--- config.mk ---
export PLATFORM = sky130hd
export DESIGN_NAME = pipe_stage_skid
export DESIGN_NICKNAME = d
export VERILOG_FILES = /design/src/rtl/pipe_pkg.sv /design/src/rtl/sat_counter.sv /design/src/rtl/pipe_stage_skid.sv
export SDC_FILE = /design/constraint.sdc
export NUM_CORES = 1
export LEC_CHECK = 0
export BUFFER_PORTS_ARGS = -buffer_cell sky130_fd_sc_hd__buf_2
export CORE_ASPECT_RATIO = 0.6
export CORE_UTILIZATION = 54
export CTS_CLUSTER_DIAMETER = 120
export DETAILED_ROUTE_END_ITERATION = 8
export HOLD_SLACK_MARGIN = 0.08
export MAX_ROUTING_LAYER = met4
export PLACE_DENSITY = 0.78
export SLEW_MARGIN = 10
export SYNTH_ARGS = -nofsm -noshare
export SYNTH_HDL_FRONTEND = slang
export SYNTH_SLANG_ARGS = --single-unit
--- constraint.sdc ---
create_clock -name clk_i -period 2.2 [get_ports clk_i]
set_input_delay 0.22 -clock clk_i [delete_from_list [all_inputs] [get_ports clk_i]]
set_output_delay 0.22 -clock clk_i [all_outputs]
set_load 0.01 [all_outputs]
--- src/rtl/pipe_pkg.sv ---
`default_nettype none
// +----------------------------------------------------------------------------+
// | Module   : pipe_pkg                                                         |
// | Brief    : Shared types and constants for the core's pipeline stages.       |
// | Revision : 1.0                                                              |
// +----------------------------------------------------------------------------+
package pipe_pkg;

  typedef enum logic [1:0] {
    PS_EMPTY = 2'd0,
    PS_ONE   = 2'd1,
    PS_FULL  = 2'd2
  } pipe_state_t;

  localparam logic [31:0] NOP_INSTR = 32'h0000_0000;

  function automatic logic [1:0] state_occ(input pipe_state_t s);
    case (s)
      PS_ONE:  state_occ = 2'd1;
      PS_FULL: state_occ = 2'd2;
      default: state_occ = 2'd0;
    endcase
  endfunction

endpackage
`default_nettype wire

--- src/rtl/sat_counter.sv ---
`default_nettype none
// +----------------------------------------------------------------------------+
// | Module   : sat_counter                                                      |
// | Brief    : Event counter that sticks at all-ones; clear beats increment.    |
// | Revision : 1.0                                                              |
// +----------------------------------------------------------------------------+
module sat_counter #(
  parameter int W = 16
) (
  input  logic         clk_i,
  input  logic         rst_n,
  input  logic         clr_i,
  input  logic         inc_i,
  output logic [W-1:0] cnt_o
);

  localparam logic [W-1:0] c_cnt_max = '1;
  localparam logic [W-1:0] c_one     = W'(1);

  logic [W-1:0] r_cnt;

  always_ff @(posedge clk_i or negedge rst_n) begin
    if (!rst_n) begin
      r_cnt <= '0;
    end else if (clr_i) begin
      r_cnt <= '0;
    end else if (inc_i && (r_cnt != c_cnt_max)) begin
      r_cnt <= r_cnt + c_one;
    end
  end

  assign cnt_o = r_cnt;

endmodule
`default_nettype wire

--- src/rtl/pipe_stage_skid.sv ---
`default_nettype none
// +----------------------------------------------------------------------------+
// | Module   : pipe_stage_skid                                                  |
// | Brief    : Valid/ready pipeline stage register with optional skid entry,    |
// |            flush-to-bubble and saturating stall/flush counters.             |
// | Revision : 1.0                                                              |
// +----------------------------------------------------------------------------+
module pipe_stage_skid #(
  parameter int                DATA_W  = 64,
  parameter logic [DATA_W-1:0] NOP_VAL = '0,
  parameter bit                SKID_EN = 1'b1,
  parameter int                CNT_W   = 16
) (
  input  logic              clk_i,
  input  logic              rst_n,
  input  logic              flush_i,
  input  logic              clr_cnt_i,
  input  logic              up_valid_i,
  output logic              up_ready_o,
  input  logic [DATA_W-1:0] up_data_i,
  output logic              dn_valid_o,
  input  logic              dn_ready_i,
  output logic [DATA_W-1:0] dn_data_o,
  output logic [1:0]        occ_o,
  output logic [CNT_W-1:0]  stall_cnt_o,
  output logic [CNT_W-1:0]  flush_cnt_o
);

  import pipe_pkg::*;

  pipe_state_t       r_state;
  pipe_state_t       w_state_nxt;
  logic [DATA_W-1:0] r_main;
  logic [DATA_W-1:0] w_main_nxt;
  logic [DATA_W-1:0] w_skid;
  logic              w_up_ready;
  logic              w_dn_valid;
  logic              w_up_xfer;
  logic              w_dn_xfer;

  assign w_dn_valid = (r_state != PS_EMPTY);
  assign w_up_xfer  = up_valid_i & w_up_ready;
  assign w_dn_xfer  = w_dn_valid & dn_ready_i;

  always_comb begin
    w_state_nxt = r_state;
    w_main_nxt  = r_main;
    if (flush_i) begin
      w_state_nxt = PS_EMPTY;
      w_main_nxt  = NOP_VAL;
    end else begin
      case (r_state)
        PS_EMPTY: begin
          if (w_up_xfer) begin
            w_state_nxt = PS_ONE;
            w_main_nxt  = up_data_i;
          end
        end
        PS_ONE: begin
          if (w_up_xfer && w_dn_xfer) begin
            w_main_nxt = up_data_i;
          end else if (w_up_xfer) begin
            // Only reachable with the skid entry: new beat parks behind main.
            w_state_nxt = PS_FULL;
          end else if (w_dn_xfer) begin
            w_state_nxt = PS_EMPTY;
            w_main_nxt  = NOP_VAL;
          end
        end
        PS_FULL: begin
          if (w_dn_xfer) begin
            w_state_nxt = PS_ONE;
            w_main_nxt  = w_skid;
          end
        end
        default: begin
          w_state_nxt = PS_EMPTY;
          w_main_nxt  = NOP_VAL;
        end
      endcase
    end
  end

  always_ff @(posedge clk_i or negedge rst_n) begin
    if (!rst_n) begin
      r_state <= PS_EMPTY;
      r_main  <= NOP_VAL;
    end else begin
      r_state <= w_state_nxt;
      r_main  <= w_main_nxt;
    end
  end

  generate
    if (SKID_EN) begin : g_skid
      logic [DATA_W-1:0] r_skid;
      logic              r_up_ready;

      always_ff @(posedge clk_i or negedge rst_n) begin
        if (!rst_n) begin
          r_skid     <= NOP_VAL;
          r_up_ready <= 1'b1;
        end else begin
          // Ready is a flop so dn_ready_i never reaches up_ready_o combinationally.
          r_up_ready <= (w_state_nxt != PS_FULL);
          if (flush_i) begin
            r_skid <= NOP_VAL;
          end else if ((r_state == PS_ONE) && w_up_xfer && !w_dn_xfer) begin
            r_skid <= up_data_i;
          end else if ((r_state == PS_FULL) && w_dn_xfer) begin
            r_skid <= NOP_VAL;
          end
        end
      end

      assign w_skid     = r_skid;
      assign w_up_ready = r_up_ready;
    end else begin : g_noskid
      assign w_skid     = NOP_VAL;
      assign w_up_ready = ~w_dn_valid | dn_ready_i;
    end
  endgenerate

  sat_counter #(.W(CNT_W)) u_stall_cnt (
    .clk_i (clk_i),
    .rst_n (rst_n),
    .clr_i (clr_cnt_i),
    .inc_i (w_dn_valid & ~dn_ready_i),
    .cnt_o (stall_cnt_o)
  );

  sat_counter #(.W(CNT_W)) u_flush_cnt (
    .clk_i (clk_i),
    .rst_n (rst_n),
    .clr_i (clr_cnt_i),
    .inc_i (flush_i & w_dn_valid),
    .cnt_o (flush_cnt_o)
  );

  assign up_ready_o = w_up_ready;
  assign dn_valid_o = w_dn_valid;
  assign dn_data_o  = r_main;
  assign occ_o      = state_occ(r_state);

endmodule
`default_nettype wire
== Word-level counts from Yosys, hierarchy flattened ==
Cells that the tools add are included.
Operators by class
  add/sub/neg operators: 2
  eq/ne operators: 9
  multiplexer cells: 22
  bitwise operators: 5
  reduce and logical (&&, ||, !) cells: 13
Operator list (count)
  64-bit 2-to-1 mux: 9
  64-bit one-hot mux with 3 select lines: 1
  16-bit 2-to-1 mux: 4
  16-bit by 1-bit adder with 16-bit output, second input constant: 2
  16-bit inequality test, second input constant: 2
  2-bit 2-to-1 mux: 6
  4-bit inequality test, second input constant: 2
  1-bit logical AND: 6
  3-bit inequality test, second input constant: 2
  2-bit one-hot mux with 3 select lines: 1
  2-bit nonzero test: 3
  1-bit bitwise AND: 4
  2-bit one-hot mux with 2 select lines: 1
  4-bit AND reduction: 1
  3-bit nonzero test: 1
  2-bit by 1-bit == test with 1-bit output, second input constant: 1
  2-bit == test, second input constant: 1
  2-bit zero test: 1
  2-bit inequality test, second input constant: 1
  1-bit zero test: 1
  1-bit NOT: 1
Storage, ports and cells
  bits in registers: 163
  input port bits: 70
  output and inout port bits: 100
  logic and storage cells: 57

== Depth between registers and ports, before layout ==
Gate-level depths: netlist of the first run.
  depth in word-level cells: 8
  depth in mapped cells: 10
  depth with buffers taken out: 7

== By module ==
A second synthesis of the first run with hierarchy kept.
Unflattened totals
  cell total of the unflattened synthesis: 725
  area total of the unflattened synthesis: 7972.6 µm²
Modules (own cells, without submodules)
  pipe_stage_skid: instances 1, cells an instance 529, area an instance 6088.3 µm², seq. area each 3279.4 µm²
  sat_counter: instances 2, cells an instance 98, area an instance 942.2 µm², seq. area each 400.4 µm²

== Worst setup path before layout of the first run ==
Ideal clock, no wire load.
  path kind: register to register
  start: register u_stall_cnt.r_cnt[0], in the netlist u_stall_cnt.cnt_o[0]
  end: register u_stall_cnt.r_cnt[7], in the netlist u_stall_cnt.cnt_o[7]
  library setup time: 0.078 ns
  arrival time: 1.814 ns
  required time: 2.122 ns
  slack: 0.308 ns
  cell stages (with the launch flop): 8
  clock period less this slack: 1.892 ns
  cells stage by stage: dfrtp_1 ha_1 and4_1 clkbuf_2 nand4_1 o21ai_2 or4_1 a21oi_1
Between the ends
  longest elaborated chain between the ends: 3
  elaborated cells between the ends (all ways): 6
  classes of those cells: add/sub (1); eq/ne (1); mux (2); reduce/logical (2)
Ends and longest elaborated chain
  from (decl): line sat_counter.sv:20  | logic [W-1:0] r_cnt;
  from (signal assigned): line sat_counter.sv:28  | r_cnt <= r_cnt + c_one;
  16-bit by 1-bit adder with 16-bit output or 16-bit inequality test (tied branches): line sat_counter.sv:28, sat_counter.sv:27
  16-bit 2-to-1 mux or 1-bit logical AND (tied branches): line sat_counter.sv:27  | end else if (inc_i && (r_cnt != c_cnt_max)) begin
  16-bit 2-to-1 mux or 2-bit nonzero test (tied branches)
Parallel ways exist; a longest one is shown, timed or not. The select of a mux whose other input is x is not followed.
A chain may end at the register's enable or synchronous reset.

== Worst setup path in the final report of the first run ==
  start: register u_stall_cnt.r_cnt[0], in the netlist u_stall_cnt.cnt_o[0]
  end: register u_stall_cnt.r_cnt[8], in the netlist u_stall_cnt.cnt_o[8]
Same word-level chain as after synthesis.

==> flow_summary.ini, run 1 <==
[drt]
drc = 0
first_pass_iters = 5
vias = 5983
ant_nets = 0
drt_iter0_drc = 436
wl_um = 19200
wl_per_cell_um = 19.8
viasPerCell = 6.17

[layout]
multiInputGateArea_sq_um = 2740
diodes = 0
drive_gt1_share_pct = 29.4
num-nets-final = 863
regArea_sq_um = 4080
area_delta_synth_final_pct = 31.0
n_fill_cell = 826
stdcell_area_sq_um = 9260

[place]
placed_area_sq_um = 8050
gp_congestion = 0.837
io_buffer_count = 169
dpl.hpwl_um = 11600

[clocking]
clk_latency_ns = 0.41
root_buffer = clkbuf_16
clock_sinks = 163
cts_setup_buffers = 0
cts_made_buffers = 17
tritoncts = done
clockBufferDepth = 2
htreeDepth = 4
cts.clk_slew.worst_paths_ns = 0.07

[worst_setup_path]
worstReg2RegEnd = u_stall_cnt.cnt_o[8]
path_cells = ha_1 -> and4_1 -> nand4_1 -> o21ai_4 -> o21ai_0 -> a21oi_1
r2r_setup_slack_ns = 0.03
setup.worst_path.start = u_stall_cnt.cnt_o[0]
cp_slowest_stage_delay_ns = 0.46
critical_path_class = flop to flop
start_kind = flop
cp-end-kind = flop
crit_arrival_ns = 2.49
critPathSlowestCell = dfrtp_1
regToRegStartpoint = u_stall_cnt.cnt_o[0]
required_ns = 2.52
rr_worst_depth = 6
worstPathMaxFanout = 9

[synth]
synth_nets = 644
syn_avg_cell_area_sq_um = 12.4
synth_edf_count = 0
synthFlopType = dfrtp_1
synth_common_cells = dfrtp_1 (162), a22o_1 (64), a22oi_1 (64), o2bb2ai_1 (64), nor2_1 (32)
seq_area_frac_synth_pct = 57.7
synth.area.top_cells = dfrtp_1 (57%), a22o_1 (7.9%), o2bb2ai_1 (7.9%)
ys_ff_latch = 163
netlist_instances = 572
async_flop_share_pct = 100
synthMostInstantiatedCell = dfrtp_1
yosys_warnings = 0
syn_area_sq_um = 7070
netlist.area_leader.share_pct = 57.4
synth_top_area_cell = dfrtp_1
yosysUniqueCellTypes = 60

[pwr]
p_total_mw = 6.87
leakagePower_nw = 4.51
irDropWorstVdd_mv = 0.636
p_per_area_nw_per_um2 = 742

[hold_path]
hold_start = up_data_i[6]
hold_end = g_skid.r_skid[6]
min_path_type = primary input to flop
worstHoldPathCells = 2

[timing]
finalSetupViolCount = 0
timing.final.hold_violations = 0
skew_ns = 0.0103
final.min_clock_period_ns = 2.17
worst_pin_slew_ns = 0.989
fmax_mhz = 461
slew_viol_final = 0
final.period_utilization_pct = 98.5
max-slew-margin-rel_pct = 34.0
worst_hold_slack_ns = 0.105

[floorplanning]
core_sq_um = 12400
die_area_sq_um = 13600
io_pins = 170
die_w_um = 150
start_util_pct = 56.9
dieHeight_um = 90.6
fp-row-count = 31

[grt]
grt_overflow = 0
grt_pass1_vias = 5895
grt_pass1_wl_um = 30500
antenna_found_initial = 0
grt.total_usage_pct = 29.7
grt_max_degree = 71

[flow_run]
maxCapViolations = 0

[status]
run_status = completed
==> cell type report <==
| cell class | instances | area share (%) |
|---|---|---|
| clock buffers | 19 | 4.79 |
| inverters | 5 | 0.203 |
| well taps | 165 | 2.23 |
| flip-flops and latches | 163 | 44.1 |
| repair buffers | 245 | 17.8 |
| clock inverters | 13 | 1.26 |
| multi-input cells | 359 | 29.6 |
==> per-layer routing <==
layer | track usage (%) | vias to the layer above | part of all wire [%]
met3 | 5.61 | 20 | 7.3
met2 | 42.6 | 275 | 47
met4 | 8.42 | 0 | 1.1
met5 | - | - | 0
li1 | - | 2672 | -
met1 | 43.0 | 3016 | 45
==> logic make-up after synthesis <==
kind of cell               Yosys count  synth area share, %
and+or+nand+nor                    103                 8.68
buffers and inverters               51                 4.06
DFF                                163                 57.7
adders and majority gates            2                0.354
muxes                                1                0.142
xor gates and xnor gates            21                 2.60
AOI/OAI and AO/OA                  231                 26.4
==> through the flow <==
| stage | worst slack (ns) | TNS, ns | utilization (%) | instances |
|---|---|---|---|---|
| final | 0.0325 | 0 | 74.6 | 969 |
| after floorplan | 0.308 | 0 | - | 572 |
| after CTS | 0.00277 | 0 | 74.3 | 967 |
| after detailed placement | 0.105 | 0 | 64.8 | 874 |
| after global routing | -0.0448 | -0.0768 | 74.6 | 969 |
| after global placement | 0.213 | 0 | 64.8 | 874 |
==> power breakdown <==
part           internal [mW]  switching [mW]  leakage, nW  total, mW
Sequential              3.13          0.0940         2.24       3.22
Combinational          0.360           0.498         2.01      0.858
Clock                   1.52            1.27        0.269       2.78
==> how the worst max path moves through the flow <==
| stage | endpoint | cells past startpoint |
|---|---|---|
| floorplan | u_stall_cnt.cnt_o[7] | 7 |
| global placement | dn_data_o[37] | 6 |
| detailed placement | u_stall_cnt.cnt_o[8] | 6 |
| CTS | occ_o[1] | 6 |
| global route | u_stall_cnt.cnt_o[8] | 6 |
| finish | u_stall_cnt.cnt_o[8] | 6 |
==> cell usage in the layout, fill, tap and decap left out, types with 3 or more instances in the layout <==
| cell type | instances |
|---|---|
| xor2_1 | 9 |
| nor4_1 | 3 |
| clkinv_4 | 5 |
| nand3_1 | 9 |
| buf_4 | 8 |
| xnor2_1 | 12 |
| nand2_1 | 16 |
| a22oi_1 | 64 |
| or4_1 | 3 |
| and4_1 | 4 |
| inv_1 | 4 |
| clkbuf_16 | 17 |
| a21oi_1 | 10 |
| and3_1 | 3 |
| buf_12 | 5 |
| nand4_1 | 8 |
| buf_2 | 168 |
| dlygate4sd3_1 | 62 |
| a22o_1 | 64 |
| o21ai_0 | 10 |
| inv_6 | 4 |
| o2bb2ai_1 | 64 |
| nor2_1 | 31 |
| or3_1 | 4 |
| dfrtp_1 | 162 |
==> repair_timing <==
item                       4_1_cts  5_1_grt
setup endpoints to repair        0        9
hold endpoints to repair       160        1
hold buffers                    61        1
resized for setup                0        5
==> worst max-delay path: cells and delay by family, from the launching register on <==
kind	cells	cell delay, ns
compound gates	3	0.71
simple gates	2	0.67
flops	1	0.46
fa+ha+maj	1	0.24
==> flip-flops by register name, indices dropped and copies added (netlist names) <==
register           flops
g_skid.r_skid         64
r_state                2
u_stall_cnt.cnt_o     16
up_ready_o             1
dn_data_o             64
u_flush_cnt.cnt_o     16
Power figures use the tool's default switching activity.
==> run 2: changes to the inputs <==
BUFFER_PORTS_ARGS = unset   (was -buffer_cell sky130_fd_sc_hd__buf_2)
CORE_UTILIZATION = 60   (was 54)
DONT_BUFFER_PORTS = 1   (was unset)
PLACE_DENSITY = 0.74   (was 0.78)
==> flow_summary.ini, run 2 (synthesis results as in run 1) <==
[status]
run_status = finished with violations
violations = hold timing

[layout]
fin_cells = 803
final_cell_mix = dfrtp_1 (161), dlygate4sd3_1 (68), a22oi_1 (64), o2bb2ai_1 (64), a22o_1 (64)
diodes = 0
post-route-util_pct = 74.2
stdcell_area_sq_um = 8440
drive_gt1_share_pct = 10.7
area_delta_synth_final_pct = 19.4
num-nets-final = 702
mostFrequentLayoutCell = dfrtp_1

[clocking]
cts_made_buffers = 17
htreeDepth = 4
cts_hold_buffers = 69
root_buffer = clkbuf_16
clockBufferDepth = 2
clk_latency_ns = 0.42
clock_sinks = 163
tritoncts = done
cts.clk_slew.worst_paths_ns = 0.07

[drt]
drc = 0
viasPerCell = 6.57
wl_um = 17800
ant_nets = 0
wl_per_cell_um = 22.1
vias = 5278
first_pass_iters = 5
drt_iter0_drc = 364

[floorplanning]
core_sq_um = 11400
die_area_sq_um = 12200
fp-row-count = 30
start_util_pct = 62.1
io_pins = 170
dieHeight_um = 86.1
die_w_um = 142

[flow_run]
maxCapViolations = 0

[worst_setup_path]
worstPathMaxFanout = 39
path_cells = inv_1 -> nand2_1 -> a2bb2oi_1 -> nor2_4 -> buf_12 -> o2bb2ai_1
critPathSlowestCell = nor2_4
cp_slowest_stage_delay_ns = 0.80
critical_path_class = flop to flop
crit_arrival_ns = 2.40
cp-end-kind = flop
required_ns = 2.53
start_kind = flop

[timing]
setup_slack_ns = 0.124
timing.final.hold_violations = 163
worst_pin_slew_ns = 1.04
fin_setup_tns_ns = 0
fmax_mhz = 482
finalSetupViolCount = 0
max-slew-margin-rel_pct = 30.3
final.period_utilization_pct = 94.4
final.min_clock_period_ns = 2.08
skew_ns = 0.0132
worst_hold_slack_ns = -0.504
rsz0062_at_grt = false
slew_viol_final = 0

[pwr]
irDropWorstVdd_mv = 0.493
leakagePower_nw = 3.72
p_total_mw = 6.62
p_per_area_nw_per_um2 = 784

[grt]
grt.total_usage_pct = 30.8
antenna_found_initial = 0
grt_pass1_vias = 5203
grt_overflow = 0
grt_max_degree = 164
grt_pass1_wl_um = 28300

[place]
dp_cells = 700
placed_area_sq_um = 7160
dp_slack_ns = 0.116
gp_congestion = 0.927
dpl.hpwl_um = 10400
io_buffer_count = 0

[hold_path]
min_path_type = primary input to asynchronous set/reset pin
run 2: cell types whose count changed in the layout (fill, tap and decap cells not counted), sizes merged:
cell / change
buf: -167
clkbuf: -1
clkinv: -1
clkinvlp: +1
dlygate4sd3: +6
inv: +1
nor2: -1
o21ai: +1
run 2: cell type report:
type                       instances  area, sq um
sequential                       163         4080
fill                             727         2930
multi-input combinational        359         2740
timing repair buffer              84          851
clock buffer                      18          429
tap                              160          200
clock inverter                    14          120
inverter                           5         18.8
run 2: repair_timing:
action	CTS	global route
buffers inserted	0	1
resized for setup	0	3
endpoints found under the setup margin	0	7
endpoints found under the hold margin	326	163
run 2: power by group:
group | total (mW) | leakage [nW] | internal [mW] | switching, mW
clock network | 2.76 | 0.262 | 1.48 | 1.28
registers | 3.29 | 2.23 | 3.13 | 0.160
logic | 0.570 | 1.22 | 0.249 | 0.321
run 2: critical path, delay by kind of cell, from the launching register on:
kind / cells / cell delay, ns
buf+inv: 2 / 0.37
flops: 1 / 0.42
compound gates: 2 / 0.31
simple gates: 2 / 0.88
run 2: final timing paths:
check | slack (ns) | depth (start not counted) | end | from
worst max-delay path | 0.12 | 6 | dn_data_o[17] | r_state[0]
worst min-delay path | -0.50 | 0 | u_stall_cnt.cnt_o[14] | rst_n
worst max register to register | 0.12 | 6 | dn_data_o[17] | r_state[0]
worst min register to register | 0.51 | 1 | g_skid.r_skid[28] | g_skid.r_skid[28]
max in group asynchronous | 2.44 | 0 | u_stall_cnt.cnt_o[0] | rst_n
min in group clk_i | 0.13 | 4 | r_state[0] | dn_ready_i
run 2: metal layers:
metal | part of all wire, % | global-route usage, % | vias up
li1 | - | - | 2344
met1 | 45 | 43.4 | 2679
met2 | 45 | 44.1 | 231
met3 | 8.7 | 8.38 | 24
met4 | 0.99 | 8.11 | 0
met5 | 0 | - | -
==> run 3: changes to the inputs <==
CORE_UTILIZATION = 50   (was 60)
PLACE_DENSITY = 0.66   (was 0.74)
clock period = 1.9 ns   (was 2.2 ns; I/O delays follow)
==> flow_summary.ini, run 3 (synthesis results as in run 1) <==
[status]
run_status = finished with violations
violations = hold timing

[clocking]
htreeDepth = 4
clockBufferDepth = 2
cts_made_buffers = 17
tritoncts = done
cts_hold_buffers = 69
root_buffer = clkbuf_16
clk_latency_ns = 0.41
clock_sinks = 163
cts.clk_slew.worst_paths_ns = 0.07

[grt]
grt_pass1_wl_um = 28900
met2_usage_pct = 36.3
met1_usage_pct = 37.6
grt_overflow = 0
grt.total_usage_pct = 26.2
grt_pass1_vias = 5271
gr-usage-met3_pct = 8.16
antenna_found_initial = 0
grt_max_degree = 164
busiest_layer = met1

[timing]
slew_viol_final = 0
final.period_utilization_pct = 95.8
worst_pin_slew_ns = 0.390
skew_ns = 0.0143
worst_hold_slack_ns = -0.535
setup_slack_ns = 0.0805
finalSetupViolCount = 0
fin_setup_tns_ns = 0
max-slew-margin-rel_pct = 73.9
fmax_mhz = 550
timing.final.hold_violations = 163
final.min_clock_period_ns = 1.82
rsz0062_at_grt = false

[pwr]
p_per_area_nw_per_um2 = 909
irDropWorstVdd_mv = 0.614
leakagePower_nw = 3.86

[floorplanning]
start_util_pct = 51.5
die_w_um = 155
io_pins = 170
core_sq_um = 13700
fp-row-count = 33
dieHeight_um = 94.1
die_area_sq_um = 14600

[place]
dp_slack_ns = 0.0847
io_buffer_count = 0
gp_congestion = 0.862
dpl.hpwl_um = 10900

[layout]
mostFrequentLayoutCell = dfrtp_1
area_delta_synth_final_pct = 23.6
drive_gt1_share_pct = 13.2
num-nets-final = 718
diodes = 0
post-route-util_pct = 63.7
final_cell_mix = dfrtp_1 (162), dlygate4sd3_1 (68), a22oi_1 (64), o2bb2ai_1 (64), a22o_1 (64)

[flow_run]
maxCapViolations = 0

[drt]
drc = 0
wl_um = 18200
first_pass_iters = 5
vias = 5360
drt_iter0_drc = 399
viasPerCell = 6.31
wl_per_cell_um = 21.4
ant_nets = 0

[worst_setup_path]
crit_end = u_stall_cnt.cnt_o[7]
cp.depth = 6
required_ns = 2.25
start_kind = flop
setup.worst_path.start = u_stall_cnt.cnt_o[1]
path_cells = ha_1 -> and4_2 -> nand4_1 -> o21ai_4 -> or4_4 -> a21oi_2
critPathSlowestCell = or4_4
cp_slowest_stage_delay_ns = 0.44
regToRegStartpoint = u_stall_cnt.cnt_o[1]
r2r_setup_slack_ns = 0.08
cp-end-kind = flop
critPathBufInv = 0
crit_arrival_ns = 2.17
worstPathMaxFanout = 9
critical_path_class = flop to flop
critical-path-top-delay-family = simple AND/OR/NAND/NOR gates
worstReg2RegEnd = u_stall_cnt.cnt_o[7]
rr_worst_depth = 6

[hold_path]
min_path_type = primary input to asynchronous set/reset pin
run 3: cell type report:
class | count | area, sq um
multi-input cells | 358 | 2740
flip-flops and latches | 163 | 4080
well taps | 192 | 240
clock inverters | 13 | 150
clock buffers | 18 | 439
inverters | 5 | 18.8
repair buffers | 101 | 1070
fillers | 1050 | 4970
run 3: how the worst min path moves through the flow:
stage | to | slack, ns | depth (start not counted)
detailed placement | u_stall_cnt.cnt_o[7] | -0.10 | 0
global route | u_stall_cnt.cnt_o[11] | -0.57 | 0
CTS | u_stall_cnt.cnt_o[7] | -0.55 | 0
finish | u_stall_cnt.cnt_o[12] | -0.54 | 0
global placement | u_stall_cnt.cnt_o[13] | -0.10 | 0
floorplan | dn_data_o[0] | -0.11 | 0
run 3: repair_timing:
action	in CTS	in global routing
setup endpoints to repair	0	51
gates resized for setup	0	4
setup buffers	0	1
hold endpoints to repair	326	163
run 3: report_power, final:
| group | switching, mW | internal (mW) |
|---|---|---|
| Sequential | 0.182 | 3.62 |
| Clock | 1.43 | 1.99 |
| Combinational | 0.385 | 0.330 |
run 3: metrics by stage:
stage,hold slack (ns),cells,power [mW],instance area [sq um]
6_report,-0.535,850,7.94,8730
5_1_grt,-0.566,850,8.22,8730
2_1_floorplan,-0.106,572,4.23,7070
3_5_place_dp,-0.101,749,4.40,7410
4_1_cts,-0.549,849,7.99,8700
3_3_place_gp,-0.102,749,4.38,7410
run 3: layer usage:
layer,up-vias,share of wire [%]
li1,2366,-
met1,2778,47
met2,201,44
met3,15,7.8
met4,0,0.69
met5,-,0
